### src/rtl/mc_pkg.sv
// rtl/mc_pkg.sv - shared encodings for the multi-cycle controller
package mc_pkg;

    typedef enum logic [2:0] {
        ST_VECTOR = 3'd0,
        ST_FETCH  = 3'd1,
        ST_DECODE = 3'd2,
        ST_EXEC   = 3'd3,
        ST_MEM    = 3'd4,
        ST_WB     = 3'd5
    } state_e;

    typedef enum logic [2:0] {
        CLS_NONE = 3'd0,
        CLS_R    = 3'd1,
        CLS_ADDI = 3'd2,
        CLS_LW   = 3'd3,
        CLS_SW   = 3'd4,
        CLS_BEQ  = 3'd5,
        CLS_J    = 3'd6,
        CLS_ILL  = 3'd7
    } class_e;

    localparam logic [2:0] ALU_AND = 3'b000;
    localparam logic [2:0] ALU_OR  = 3'b001;
    localparam logic [2:0] ALU_ADD = 3'b010;
    localparam logic [2:0] ALU_SUB = 3'b110;
    localparam logic [2:0] ALU_SLT = 3'b111;

    localparam logic [5:0] OP_RTYPE = 6'h00;
    localparam logic [5:0] OP_ADDI  = 6'h08;
    localparam logic [5:0] OP_LW    = 6'h23;
    localparam logic [5:0] OP_SW    = 6'h2b;
    localparam logic [5:0] OP_BEQ   = 6'h04;
    localparam logic [5:0] OP_J     = 6'h02;

    localparam logic [5:0] FN_AND = 6'h24;
    localparam logic [5:0] FN_OR  = 6'h25;
    localparam logic [5:0] FN_ADD = 6'h20;
    localparam logic [5:0] FN_SUB = 6'h22;
    localparam logic [5:0] FN_SLT = 6'h2a;

    localparam logic [1:0] PC_SRC_SEQ    = 2'd0;
    localparam logic [1:0] PC_SRC_BRANCH = 2'd1;
    localparam logic [1:0] PC_SRC_JUMP   = 2'd2;
    localparam logic [1:0] PC_SRC_ENTRY  = 2'd3;

    // One bundle of every control output, so reset gating is a single mux.
    typedef struct packed {
        logic       mem_req;
        logic       ir_we;
        logic       pc_we;
        logic       reg_we;
        logic       reg_dst;
        logic       alu_src;
        logic       mem_rd;
        logic       mem_wr;
        logic       mem2reg;
        logic       branch;
        logic       jump;
        logic [2:0] alu_op;
        logic [1:0] pc_src;
    } ctrl_t;

endpackage

### src/rtl/mc_decode.sv
// rtl/mc_decode.sv - opcode/funct to instruction class and ALU operation
module mc_decode
    import mc_pkg::*;
(
    input  logic [5:0] opcode,
    input  logic [5:0] funct,
    output class_e     cls,
    output logic [2:0] alu_op
);

    // Anything not explicitly recognised falls through to the illegal class.
    always_comb begin
        cls    = CLS_ILL;
        alu_op = ALU_AND;
        case (opcode)
            OP_RTYPE: begin
                cls = CLS_R;
                case (funct)
                    FN_AND:  alu_op = ALU_AND;
                    FN_OR:   alu_op = ALU_OR;
                    FN_ADD:  alu_op = ALU_ADD;
                    FN_SUB:  alu_op = ALU_SUB;
                    FN_SLT:  alu_op = ALU_SLT;
                    default: cls    = CLS_ILL;
                endcase
            end
            OP_ADDI: begin
                cls    = CLS_ADDI;
                alu_op = ALU_ADD;
            end
            OP_LW: begin
                cls    = CLS_LW;
                alu_op = ALU_ADD;
            end
            OP_SW: begin
                cls    = CLS_SW;
                alu_op = ALU_ADD;
            end
            OP_BEQ: begin
                cls    = CLS_BEQ;
                alu_op = ALU_SUB;
            end
            OP_J: begin
                cls    = CLS_J;
            end
            default: cls = CLS_ILL;
        endcase
    end

endmodule

### src/rtl/mc_control.sv
// rtl/mc_control.sv - multi-cycle control FSM with memory timeout and vectoring
module mc_control
    import mc_pkg::*;
#(
    parameter int ENTRY_SEL_W = 2,
    parameter int MEM_TIMEOUT = 15
) (
    input  logic                   clk,
    input  logic                   rst_n,
    input  logic [5:0]             opcode,
    input  logic [5:0]             funct,
    input  logic                   zero,
    input  logic                   int_req,
    input  logic                   mem_ready,
    output logic                   mem_req,
    output logic                   ir_we,
    output logic                   pc_we,
    output logic                   reg_we,
    output logic                   reg_dst,
    output logic                   alu_src,
    output logic                   mem_rd,
    output logic                   mem_wr,
    output logic                   mem2reg,
    output logic                   branch,
    output logic                   jump,
    output logic [2:0]             alu_op,
    output logic [ENTRY_SEL_W-1:0] pc_src,
    output logic [2:0]             state,
    output logic                   illegal,
    output logic                   bus_err
);

    localparam int CNT_W = $clog2(MEM_TIMEOUT + 1);
    localparam logic [CNT_W-1:0] CNT_LIMIT = CNT_W'(MEM_TIMEOUT);

    state_e           state_q, state_d;
    class_e           cls_q, cls_d;
    logic [2:0]       alu_op_q, alu_op_d;
    logic [CNT_W-1:0] cnt_q, cnt_d;
    logic             illegal_q, illegal_d;
    logic             bus_err_q, bus_err_d;

    class_e           dec_cls;
    logic [2:0]       dec_alu_op;
    ctrl_t            ctrl;
    ctrl_t            ctrl_gated;
    state_e           fetch_target;
    logic             timed_out;
    logic             alu_imm;

    mc_decode u_decode (
        .opcode (opcode),
        .funct  (funct),
        .cls    (dec_cls),
        .alu_op (dec_alu_op)
    );

    // An interrupt is only taken at an instruction boundary, never mid-flight.
    assign fetch_target = int_req ? ST_VECTOR : ST_FETCH;
    // mem_ready on the limit cycle still wins because it is tested first.
    assign timed_out    = (cnt_q == CNT_LIMIT);
    assign alu_imm      = (cls_q == CLS_ADDI) || (cls_q == CLS_LW) || (cls_q == CLS_SW);

    // State, class/alu_op latch, wait counter and sticky flags.
    always_ff @(posedge clk) begin
        if (!rst_n) begin
            state_q   <= ST_VECTOR;
            cls_q     <= CLS_NONE;
            alu_op_q  <= '0;
            cnt_q     <= '0;
            illegal_q <= 1'b0;
            bus_err_q <= 1'b0;
        end else begin
            state_q   <= state_d;
            cls_q     <= cls_d;
            alu_op_q  <= alu_op_d;
            cnt_q     <= cnt_d;
            illegal_q <= illegal_d;
            bus_err_q <= bus_err_d;
        end
    end

    // Next state and Moore-style control outputs; the counter idles at zero
    // outside a waiting handshake, so every handshake entry starts cleared.
    always_comb begin
        state_d   = state_q;
        cls_d     = cls_q;
        alu_op_d  = alu_op_q;
        cnt_d     = '0;
        illegal_d = illegal_q;
        bus_err_d = bus_err_q;
        ctrl      = '0;

        case (state_q)
            ST_VECTOR: begin
                ctrl.pc_we  = 1'b1;
                ctrl.pc_src = PC_SRC_ENTRY;
                state_d     = ST_FETCH;
            end
            ST_FETCH: begin
                ctrl.mem_req = 1'b1;
                if (mem_ready) begin
                    ctrl.ir_we  = 1'b1;
                    ctrl.pc_we  = 1'b1;
                    ctrl.pc_src = PC_SRC_SEQ;
                    state_d     = ST_DECODE;
                end else if (timed_out) begin
                    bus_err_d = 1'b1;
                    state_d   = ST_VECTOR;
                end else begin
                    cnt_d = cnt_q + CNT_W'(1);
                end
            end
            ST_DECODE: begin
                cls_d    = dec_cls;
                alu_op_d = dec_alu_op;
                if (dec_cls == CLS_ILL) begin
                    illegal_d = 1'b1;
                    state_d   = ST_VECTOR;
                end else begin
                    state_d = ST_EXEC;
                end
            end
            ST_EXEC: begin
                ctrl.alu_op  = alu_op_q;
                ctrl.alu_src = alu_imm;
                case (cls_q)
                    CLS_R, CLS_ADDI: state_d = ST_WB;
                    CLS_LW, CLS_SW:  state_d = ST_MEM;
                    CLS_BEQ: begin
                        ctrl.branch = 1'b1;
                        ctrl.pc_we  = zero;
                        ctrl.pc_src = PC_SRC_BRANCH;
                        state_d     = fetch_target;
                    end
                    CLS_J: begin
                        ctrl.jump   = 1'b1;
                        ctrl.pc_we  = 1'b1;
                        ctrl.pc_src = PC_SRC_JUMP;
                        state_d     = fetch_target;
                    end
                    default: state_d = ST_VECTOR;
                endcase
            end
            ST_MEM: begin
                ctrl.alu_op  = alu_op_q;
                ctrl.alu_src = alu_imm;
                ctrl.mem_req = 1'b1;
                ctrl.mem_rd  = (cls_q == CLS_LW);
                ctrl.mem_wr  = (cls_q == CLS_SW);
                if (mem_ready) begin
                    state_d = (cls_q == CLS_LW) ? ST_WB : fetch_target;
                end else if (timed_out) begin
                    bus_err_d = 1'b1;
                    state_d   = ST_VECTOR;
                end else begin
                    cnt_d = cnt_q + CNT_W'(1);
                end
            end
            ST_WB: begin
                ctrl.alu_op  = alu_op_q;
                ctrl.alu_src = alu_imm;
                ctrl.reg_we  = 1'b1;
                ctrl.reg_dst = (cls_q == CLS_R);
                ctrl.mem2reg = (cls_q == CLS_LW);
                state_d      = fetch_target;
            end
            default: state_d = ST_VECTOR;
        endcase
    end

    // Reset overrides every control output immediately, so a pending write
    // handshake is cut off in the same cycle rst_n drops.
    assign ctrl_gated = rst_n ? ctrl : '0;

    assign mem_req = ctrl_gated.mem_req;
    assign ir_we   = ctrl_gated.ir_we;
    assign pc_we   = ctrl_gated.pc_we;
    assign reg_we  = ctrl_gated.reg_we;
    assign reg_dst = ctrl_gated.reg_dst;
    assign alu_src = ctrl_gated.alu_src;
    assign mem_rd  = ctrl_gated.mem_rd;
    assign mem_wr  = ctrl_gated.mem_wr;
    assign mem2reg = ctrl_gated.mem2reg;
    assign branch  = ctrl_gated.branch;
    assign jump    = ctrl_gated.jump;
    assign alu_op  = ctrl_gated.alu_op;
    assign pc_src  = ENTRY_SEL_W'(ctrl_gated.pc_src);
    assign state   = state_q;
    assign illegal = illegal_q;
    assign bus_err = bus_err_q;

endmodule

### config.mk
export PLATFORM = sky130hd
export DESIGN_NAME = mc_control
export DESIGN_NICKNAME = d
export VERILOG_FILES = /design/src/rtl/mc_pkg.sv /design/src/rtl/mc_decode.sv /design/src/rtl/mc_control.sv
export SDC_FILE = /design/constraint.sdc
export NUM_CORES = 1
export LEC_CHECK = 0
export CORE_MARGIN = 2
export CORE_UTILIZATION = 30
export CTS_CLUSTER_SIZE = 24
export DETAILED_ROUTE_END_ITERATION = 8
export SETUP_SLACK_MARGIN = 0.05
export SLEW_MARGIN = 20
export SYNTH_ARGS = -nofsm -noshare
export SYNTH_HDL_FRONTEND = slang
export SYNTH_SLANG_ARGS = --single-unit
### constraint.sdc
create_clock -name clk -period 1.7 [get_ports clk]
set_input_delay 0.255 -clock clk [delete_from_list [all_inputs] [get_ports clk]]
set_output_delay 0.255 -clock clk [all_outputs]
set_load 0.005 [all_outputs]
==> results of run 1 <==
repair_timing:
item                       in CTS  in global routing
buffers inserted                7                  3
resized for setup              64                 37
pin swaps                      10                 16
setup endpoints to repair      23                 19
state kept, by name, indices dropped and copies added, names as in the netlist:
name,count
bus_err,1
cnt_q,4
illegal,1
alu_op_q,3
cls_q,3
state,3
power groups by stage:
| stage | clock network [mW] | registers (mW) | logic (mW) |
|---|---|---|---|
| 3_3_place_gp | 0 | 0.376 | 0.253 |
| 4_1_cts | 0.304 | 0.371 | 0.270 |
| 6_report | 0.298 | 0.372 | 0.297 |
| 5_1_grt | 0.320 | 0.373 | 0.321 |
| 3_5_place_dp | 0 | 0.376 | 0.257 |
| 2_1_floorplan | 0 | 0.374 | 0.112 |
worst min path at each step:
stage                             startpoint                  endpoint  slack (ps)  cells after the start
global placement         cnt_q[0]$_SDFF_PP0_       cnt_q[0]$_SDFF_PP0_         430                      1
detailed placement  alu_op_q[0]$_SDFFE_PN0P_  alu_op_q[0]$_SDFFE_PN0P_         440                      2
floorplan                cnt_q[0]$_SDFF_PP0_       cnt_q[0]$_SDFF_PP0_         420                      1
finish                             mem_ready       cnt_q[2]$_SDFF_PP0_         410                      3
CTS                 alu_op_q[0]$_SDFFE_PN0P_  alu_op_q[0]$_SDFFE_PN0P_         450                      2
global route                       mem_ready       cnt_q[2]$_SDFF_PP0_         440                      3
cells by family after synthesis:
| group | count (synthesis) | share of synthesized area, % |
|---|---|---|
| and+or+nand+nor | 72 | 34.3 |
| adders and majority gates | 1 | 1.11 |
| AOI/OAI and AO/OA | 37 | 25.2 |
| muxes | 1 | 0.892 |
| DFF | 15 | 26.8 |
| xor gates and xnor gates | 7 | 5.46 |
| buffers and inverters | 12 | 6.24 |
layout by cell type, fill, tap and decap left out, types with 3 or more instances in the layout:
cell type	synthesis	final
dlygate4sd2_1	0	7
nand2b_1	4	3
xnor2_1	6	5
buf_4	0	39
clkbuf_2	0	4
clkdlybuf4s50_1	0	11
o22ai_1	3	3
nor2b_1	4	3
inv_1	3	3
dfxtp_1	15	9
nor2_2	0	4
buf_6	0	11
a31oi_1	5	5
nor2_1	16	12
dfxtp_2	0	6
and2_1	6	4
clkbuf_8	1	3
nand2_1	17	16
nor3_1	5	4
buf_2	0	5
clkdlybuf4s15_1	0	4
nand3_1	3	3
a21oi_1	3	3
dlymetal6s2s_1	0	5
stage by stage:
step                setup TNS (ps)  total power [mW]  setup slack [ps]  hold WS (ps)
floorplan                        0             0.486               146           417
global placement             -6430             0.629              -377           428
detailed placement           -6990             0.634              -394           445
CTS                           -185             0.945              -144           455
global route                  -205              1.01             -72.9           438
finish                       -33.9             0.967             -21.7           408
area by class of cell:
cell class | instances | area, um2 | share of cell area (%)
Clock buffer | 3 | 41.3 | 2.01
Clock inverter | 1 | 5.00 | 0.244
Tap cell | 48 | 60.1 | 2.93
Timing Repair Buffer | 86 | 736 | 35.9
Inverter | 3 | 11.3 | 0.549
Multi-Input combinational cell | 118 | 891 | 43.4
Sequential cell | 15 | 308 | 15.0
worst reg2reg max path: cells and delay by family, from the launching register on:
family          cells  cell delay [ps]
compound gates      1              140
buf+inv             2              220
flops               1              350
simple gates        2              850
layer usage:
layer / global-route usage, % / vias to the layer above / wire, um
met5: 0 / - / 0
met4: 5.21 / 0 / 34
met3: 2.40 / 4 / 176
met2: 31.6 / 34 / 1950
met1: 20.2 / 678 / 1470
li1: - / 694 / -
==> results.toml, run 1 <==
[sta]
period_share_pct = 101
fin_skew_ps = 1.44
tightest_slew_ps = 513
finalCriticalPeriod_ps = 1720
drv_slew = 0
timing.slew.headroom_pct = 64.9
fmax_mhz = 581
rsz0062_at_grt = "true"
finalSetupViolations = 2
hold_viol = 0
worst_slack_ps = -21.7

[pwr]
pwr-share-clk_pct = 30.8
power.internal_mw = 0.693
p_seq_share_pct = 38.4
cellLeakagePower_nw = 0.935
p_switching_mw = 0.273
ir_worst_vdd_mv = 0.228
switching_share_pct = 28.3
p_per_area_nw_per_um2 = 471
p_comb_share_pct = 30.7

[global_routing]
grt-ovfl-total = 0
grt_max_degree = 13
first_global_vias = 1330
grt_pass1_wl_um = 5780
antenna_found_initial = 0
grt_usage_pct = 17.1

[place]
io_buffers = 37
placed_cells = 260
place_area_um2 = 1790
gp_routability_congestion = 0.885
hpwl_um = 2620

[synthesis]
synth_nets = 163
synth_ff_type = "dfxtp_1"
yosys-top-cells-area = "dfxtp_1 27%, nand2_1 5.7%, nor2_1 5.4%, xnor2_1 4.7%, and2_1 3.3%"
async_flop_share_pct = 0
synth-edff-count = 0
avgSynthCellArea_um2 = 7.74
ys_ff_latch = 15
yosys.area.top_type = "dfxtp_1"
synth_top_area_share_pct = 26.8
netlist-cell-type-count = 52
yosysWarnings = 0
synth.cell_area_um2 = 1120
synth_most_common_cell = "nand2_1"
ys_seq_area_share_pct = 26.8
synth_common_cells = "17 x nand2_1, 16 x nor2_1, 15 x dfxtp_1, 7 x clkbuf_1"
syn_inst = 145

[routing]
vias = 1410
drt-total-wl_um = 3630
wl_per_cell_um = 13.2
drc_errors = 0
drtPass1Iterations = 4
via_per_inst = 5.15
route.antenna.remaining_nets = 0
drtIter0Drc = 57

[worst_setup_path]
crit_fanout = 6
cp_data_required_time_ps = 1440
critPathLaunchType = "flip-flop"
rr_startpoint = "state[1]$_SDFF_PN0_"
reg2reg_slack_ps = 80
slowest_delay_ps = 350
path_buf_inv = 4
crit_start = "state[1]$_SDFF_PN0_"
crit_path_frequent_cell = "buf_6"
reg2reg_depth = 5
critPathSlowestCell = "dfxtp_2"
critical_path_class = "reg -> out"
path_depth = 7
path_cells = "buf_6, nor2b_1, o21a_1, buf_6, buf_6, and2_1, buf_2"
cpLargestDelayFamily = "buffers and inverters"
arrival_ps = 1470
timing.rr.end = "alu_op_q[0]$_SDFFE_PN0P_"
endpoint = "alu_op[0]"
end_kind = "output port"

[clocking]
cts_root_buf = "clkbuf_8"
cts_tree = "yes"
clk_pin_slew_ps = 60
cts_made_buffers = 3
ctsHoldBuffers = 0
worstSkewPairLatency_ps = 250
numClockSinks = 15
clockBufferDepth = 2
htreeDepth = 1

[die]
die_x_um = 65.2
dieArea_um2 = 4250
initial_core_util_pct = 30.9
die_h_um = 65.2
pin_count = 38
coreArea_um2 = 3630
num_rows = 22

[cells_and_area]
antenna_cells = 0
drive_gt1_share_pct = 43.4
area_growth_pct = 82.8
fin_util_pct = 56.5
fin_nets = 245
final_cell_area_um2 = 2050
fin_cells = 274
fillers = 353

[run_status]
status = "finished, violations left"
violations = "negative setup slack"

[run]
drv_cap = 0

[min_path]
hold_path.class = "in -> reg"
(Power assumes the default switching activity.)
==> run 2, diff against run 1 <==
Settings changed: SKIP_CTS_REPAIR_TIMING set to 1.
==> run 2 against run 1 <==
- via count shrank 3.3%
- the flow still finishes with violations (negative setup slack)
- cell count shrank 1.5%
- clock power is essentially flat
- largest cell class unchanged
- clock skew is essentially flat
- cell area grew 0.85%
- power shrank 0.92%
==> results.toml, run 2 (synthesis gave the netlist of run 1 again) <==
[clocking]
htreeDepth = 1
cts_tree = "yes"
clockBufferDepth = 2
cts_root_buf = "clkbuf_8"
clk_pin_slew_ps = 60
cts_made_buffers = 3
numClockSinks = 15
worstSkewPairLatency_ps = 250

[pwr]
p_total_mw = 0.958
cellLeakagePower_nw = 1.06
p_per_area_nw_per_um2 = 463
ir_worst_vdd_mv = 0.224

[worst_setup_path]
path_cells = "buf_6, nor2b_1, o21a_1, buf_6, buf_6, and2_4, buf_6"
end_kind = "output port"
crit_start = "state[1]$_SDFF_PN0_"
slowest_delay_ps = 350
timing.rr.end = "alu_op_q[0]$_SDFFE_PN0P_"
cpLargestDelayFamily = "buffers and inverters"
reg2reg_slack_ps = 100
path_buf_inv = 4
cp_data_required_time_ps = 1440
crit_fanout = 7
rr_startpoint = "state[1]$_SDFF_PN0_"
crit_path_frequent_cell = "buf_6"
arrival_ps = 1470
critPathLaunchType = "flip-flop"
reg2reg_depth = 5
critical_path_class = "reg -> out"
critPathSlowestCell = "dfxtp_2"

[global_routing]
grt_pass1_wl_um = 5320
grt_usage_pct = 15.7
grt-ovfl-total = 0
first_global_vias = 1223
antenna_found_initial = 0
grt_max_degree = 13

[cells_and_area]
largest_register = "cnt_q"
layout_common_cells = "38 x buf_4, 18 x dlymetal6s2s_1, 17 x nand2_1, 14 x nor2_1, 13 x clkdlybuf4s50_1"
antenna_cells = 0
largest_reg_flops = 4
fin_util_pct = 57.0
mostFrequentLayoutCell = "buf_4"
final_cell_area_um2 = 2070
fin_cells = 270
fin_nets = 241
drive_gt1_share_pct = 40.1
seq_area_um2 = 310
multi_input_area_um2 = 880
area_growth_pct = 84.4
fillers = 339

[die]
coreArea_um2 = 3630
die_h_um = 65.2
die_x_um = 65.2
dieArea_um2 = 4250
num_rows = 22
initial_core_util_pct = 30.9
pin_count = 38

[run]
drv_cap = 0

[place]
gp_routability_congestion = 0.885
pre_cts_ws_ps = -394
place_area_um2 = 1790
io_buffers = 37
hpwl_um = 2620
placed_cells = 260

[run_status]
status = "finished, violations left"
violations = "negative setup slack"

[sta]
fmax_mhz = 581
setup_tns_ps = -26.9
finalSetupViolations = 2
tightest_slew_ps = 382
hold_ws_ps = 455
worst_slack_ps = -21.6
timing.slew.headroom_pct = 73.8
rsz0062_at_grt = "true"
fin_skew_ps = 1.40
hold_viol = 0
finalCriticalPeriod_ps = 1720
drv_slew = 0
period_share_pct = 101

[min_path]
hold_depth = 2
hold_path.class = "reg -> reg"
min_from = "alu_op_q[0]$_SDFFE_PN0P_"
min_to = "alu_op_q[0]$_SDFFE_PN0P_"

[routing]
drtIter0Drc = 64
wl_per_cell_um = 12.7
drt-total-wl_um = 3420
drtPass1Iterations = 4
vias = 1364
route.antenna.remaining_nets = 0
drc_errors = 0
via_per_inst = 5.05
## run 2: cell types whose count changed in the layout (fill, tap and decap cells not counted), moves of 2 or more
cell / delta
dlymetal6s2s_1: +13
buf_6: -2
and2_1: -2
clkdlybuf4s50_1: +2
nor2_1: +2
clkbuf_2: -2
buf_2: -3
and2_4: +2
nor2_2: -2
clkdlybuf4s15_1: -4
dlygate4sd2_1: -7
## run 2: final cells by class
cell class / instances / area share, %
clock buffer: 3 / 2.00
clock inverter: 1 / 0.242
inverter: 3 / 0.544
multi-input combinational: 118 / 42.5
sequential: 15 / 15.0
tap: 48 / 2.90
timing repair buffer: 82 / 36.8
## run 2: per-layer routing
layer | up-vias | wire length, um | track usage (%)
li1 | 686 | - | -
met1 | 645 | 1470 | 19.5
met2 | 31 | 1780 | 28.6
met3 | 2 | 151 | 2.05
met4 | 0 | 19 | 3.91
met5 | - | 0 | 0
## run 2: worst min-delay path, delay by kind of cell, from the launching register on
family,cells,cell delay [ps]
AOI/OAI and AO/OA,1,50
DFF,1,310
and+or+nand+nor,1,50
## run 2: worst max path at each step
stage                                     to  depth (start not counted)
global placement                       ir_we                          4
CTS                                    ir_we                          4
detailed placement                     ir_we                          4
finish                             alu_op[2]                          7
global route                       alu_op[2]                          7
floorplan           alu_op_q[0]$_SDFFE_PN0P_                          4
## run 2: report_power, final
part / internal, mW / total, mW / switching (mW)
logic: 0.167 / 0.290 / 0.123
registers: 0.361 / 0.370 / 0.00910
clock network: 0.163 / 0.298 / 0.135
total: 0.691 / 0.958 / 0.267
==> run 3, diff against run 2 <==
Settings changed: REMOVE_ABC_BUFFERS set to 1, SETUP_SLACK_MARGIN 0.05 to 0.5.
Clock period 1.7 ns to 2 ns, I/O delays scaled along.
==> run 3 against run 2 <==
- the flow now finishes without violations
- global-route usage grew 0.35 points
- register-to-register slack improved by 240 ps
- cell count decreased by 2.6%
- routed wire length increased by 10%
- count of clock-buffer cells in the layout did not move
- core utilization rose by 0.21 points
- first-iteration DRC count shrank 61%
- via count up 1.1%
- cell area is 0.36% higher
- critical endpoint is now alu_op[0]
- largest cell class unchanged
- highest routed layer unchanged
==> results.toml, run 3 (synthesis gave the netlist of run 1 again) <==
[run_status]
status = "completed"

[worst_setup_path]
end_kind = "output port"
critical_path_class = "reg -> out"
critPathLaunchType = "flip-flop"
crit_fanout = 6
cp_data_required_time_ps = 1700
arrival_ps = 1510

[min_path]
hold_path.class = "reg -> reg"

[cells_and_area]
drive_gt1_share_pct = 44.2
fillers = 331
seq_area_um2 = 320
fin_cells = 263
largest_register = "cnt_q"
mostFrequentLayoutCell = "buf_4"
area_growth_pct = 85.1
fin_nets = 234
multi_input_area_um2 = 923
antenna_cells = 0
largest_reg_flops = 4
fin_util_pct = 57.2
final_cell_area_um2 = 2080
layout_common_cells = "30 x buf_4, 23 x dlymetal6s2s_1, 15 x nand2_1, 10 x nor2_1, 10 x buf_6"

[routing]
wl_per_cell_um = 14.3
route.antenna.remaining_nets = 0
drtPass1Iterations = 4
vias = 1379
drt-total-wl_um = 3760
drc_errors = 0
via_per_inst = 5.24
drtIter0Drc = 25

[pwr]
ir_worst_vdd_mv = 0.213
cellLeakagePower_nw = 1.08
p_total_mw = 0.802
p_per_area_nw_per_um2 = 386

[clocking]
htreeDepth = 1
cts_tree = "yes"
worstSkewPairLatency_ps = 250
clk_pin_slew_ps = 60
cts_root_buf = "clkbuf_8"
cts_made_buffers = 3
clockBufferDepth = 2
numClockSinks = 15

[sta]
fin_skew_ps = 4.41
worst_slack_ps = 194
period_share_pct = 90.3
drv_slew = 0
hold_viol = 0
tightest_slew_ps = 565
fmax_mhz = 554
setup_tns_ps = 0
finalSetupViolations = 0
hold_ws_ps = 447
finalCriticalPeriod_ps = 1810
timing.slew.headroom_pct = 61.3
rsz0062_at_grt = "true"

[global_routing]
antenna_found_initial = 0
grt_pass1_wl_um = 5510
grt_max_degree = 12
grt_usage_pct = 16.1
grt-ovfl-total = 0
first_global_vias = 1320

[die]
die_h_um = 65.2
num_rows = 22
initial_core_util_pct = 30.9
die_x_um = 65.2
dieArea_um2 = 4250
pin_count = 38
coreArea_um2 = 3630

[place]
io_buffers = 37
pre_cts_ws_ps = -135
place_area_um2 = 1660
gp_routability_congestion = 0.818
placed_cells = 243
hpwl_um = 2580

[run]
drv_cap = 0
==> run 3: changes by cell type in the layout (fill, tap and decap cells not counted), moves of 4 or more <==
cell	before	now
dlymetal6s2s_1	18	23
clkdlybuf4s50_1	13	4
dfxtp_2	5	1
nor2_1	14	10
dfxtp_4	1	5
buf_2	2	6
buf_4	38	30
==> run 3: report_power, final <==
group	total [mW]	internal, mW	switching, mW
Sequential	0.316	0.304	0.0121
Combinational	0.241	0.135	0.106
Clock	0.245	0.138	0.108
Total	0.802	0.577	0.226
==> run 3: routing by layer <==
metal  global-route usage, %  vias to the layer above  part of all wire (%)
met5                       0                        -                     0
met4                    4.17                        0                   1.7
met3                    2.74                        9                   3.6
met2                    32.5                       33                    57
met1                    16.7                      666                    37
li1                        -                      671                     -
==> run 3: path summary, 6_finish.rpt <==
kind | to | slack [ps] | depth (start not counted) | startpoint
max | alu_op[0] | 190 | 7 | state[1]$_SDFF_PN0_
min | alu_op_q[0]$_SDFFE_PN0P_ | 450 | 2 | alu_op_q[0]$_SDFFE_PN0P_
max reg2reg | alu_op_q[0]$_SDFFE_PN0P_ | 340 | 4 | state[2]$_SDFF_PN0_
min reg2reg | alu_op_q[0]$_SDFFE_PN0P_ | 450 | 2 | alu_op_q[0]$_SDFFE_PN0P_
==> run 3: worst max-delay path, cell delays in order (launching register included) <==
cell and delay [ps]:
dfxtp_4 370, buf_6 110, nor2b_1 40, o21a_1 200, buf_4 140, buf_6 110
and2_1 140, dlymetal6s2s_1 140
==> run 3: cell type report <==
cell class | count | area share [%]
clock buffer | 3 | 1.99
sequential | 15 | 15.4
inverter | 3 | 0.542
clock inverter | 1 | 0.241
multi-input combinational | 118 | 44.5
tap | 48 | 2.89
timing repair buffer | 75 | 34.5
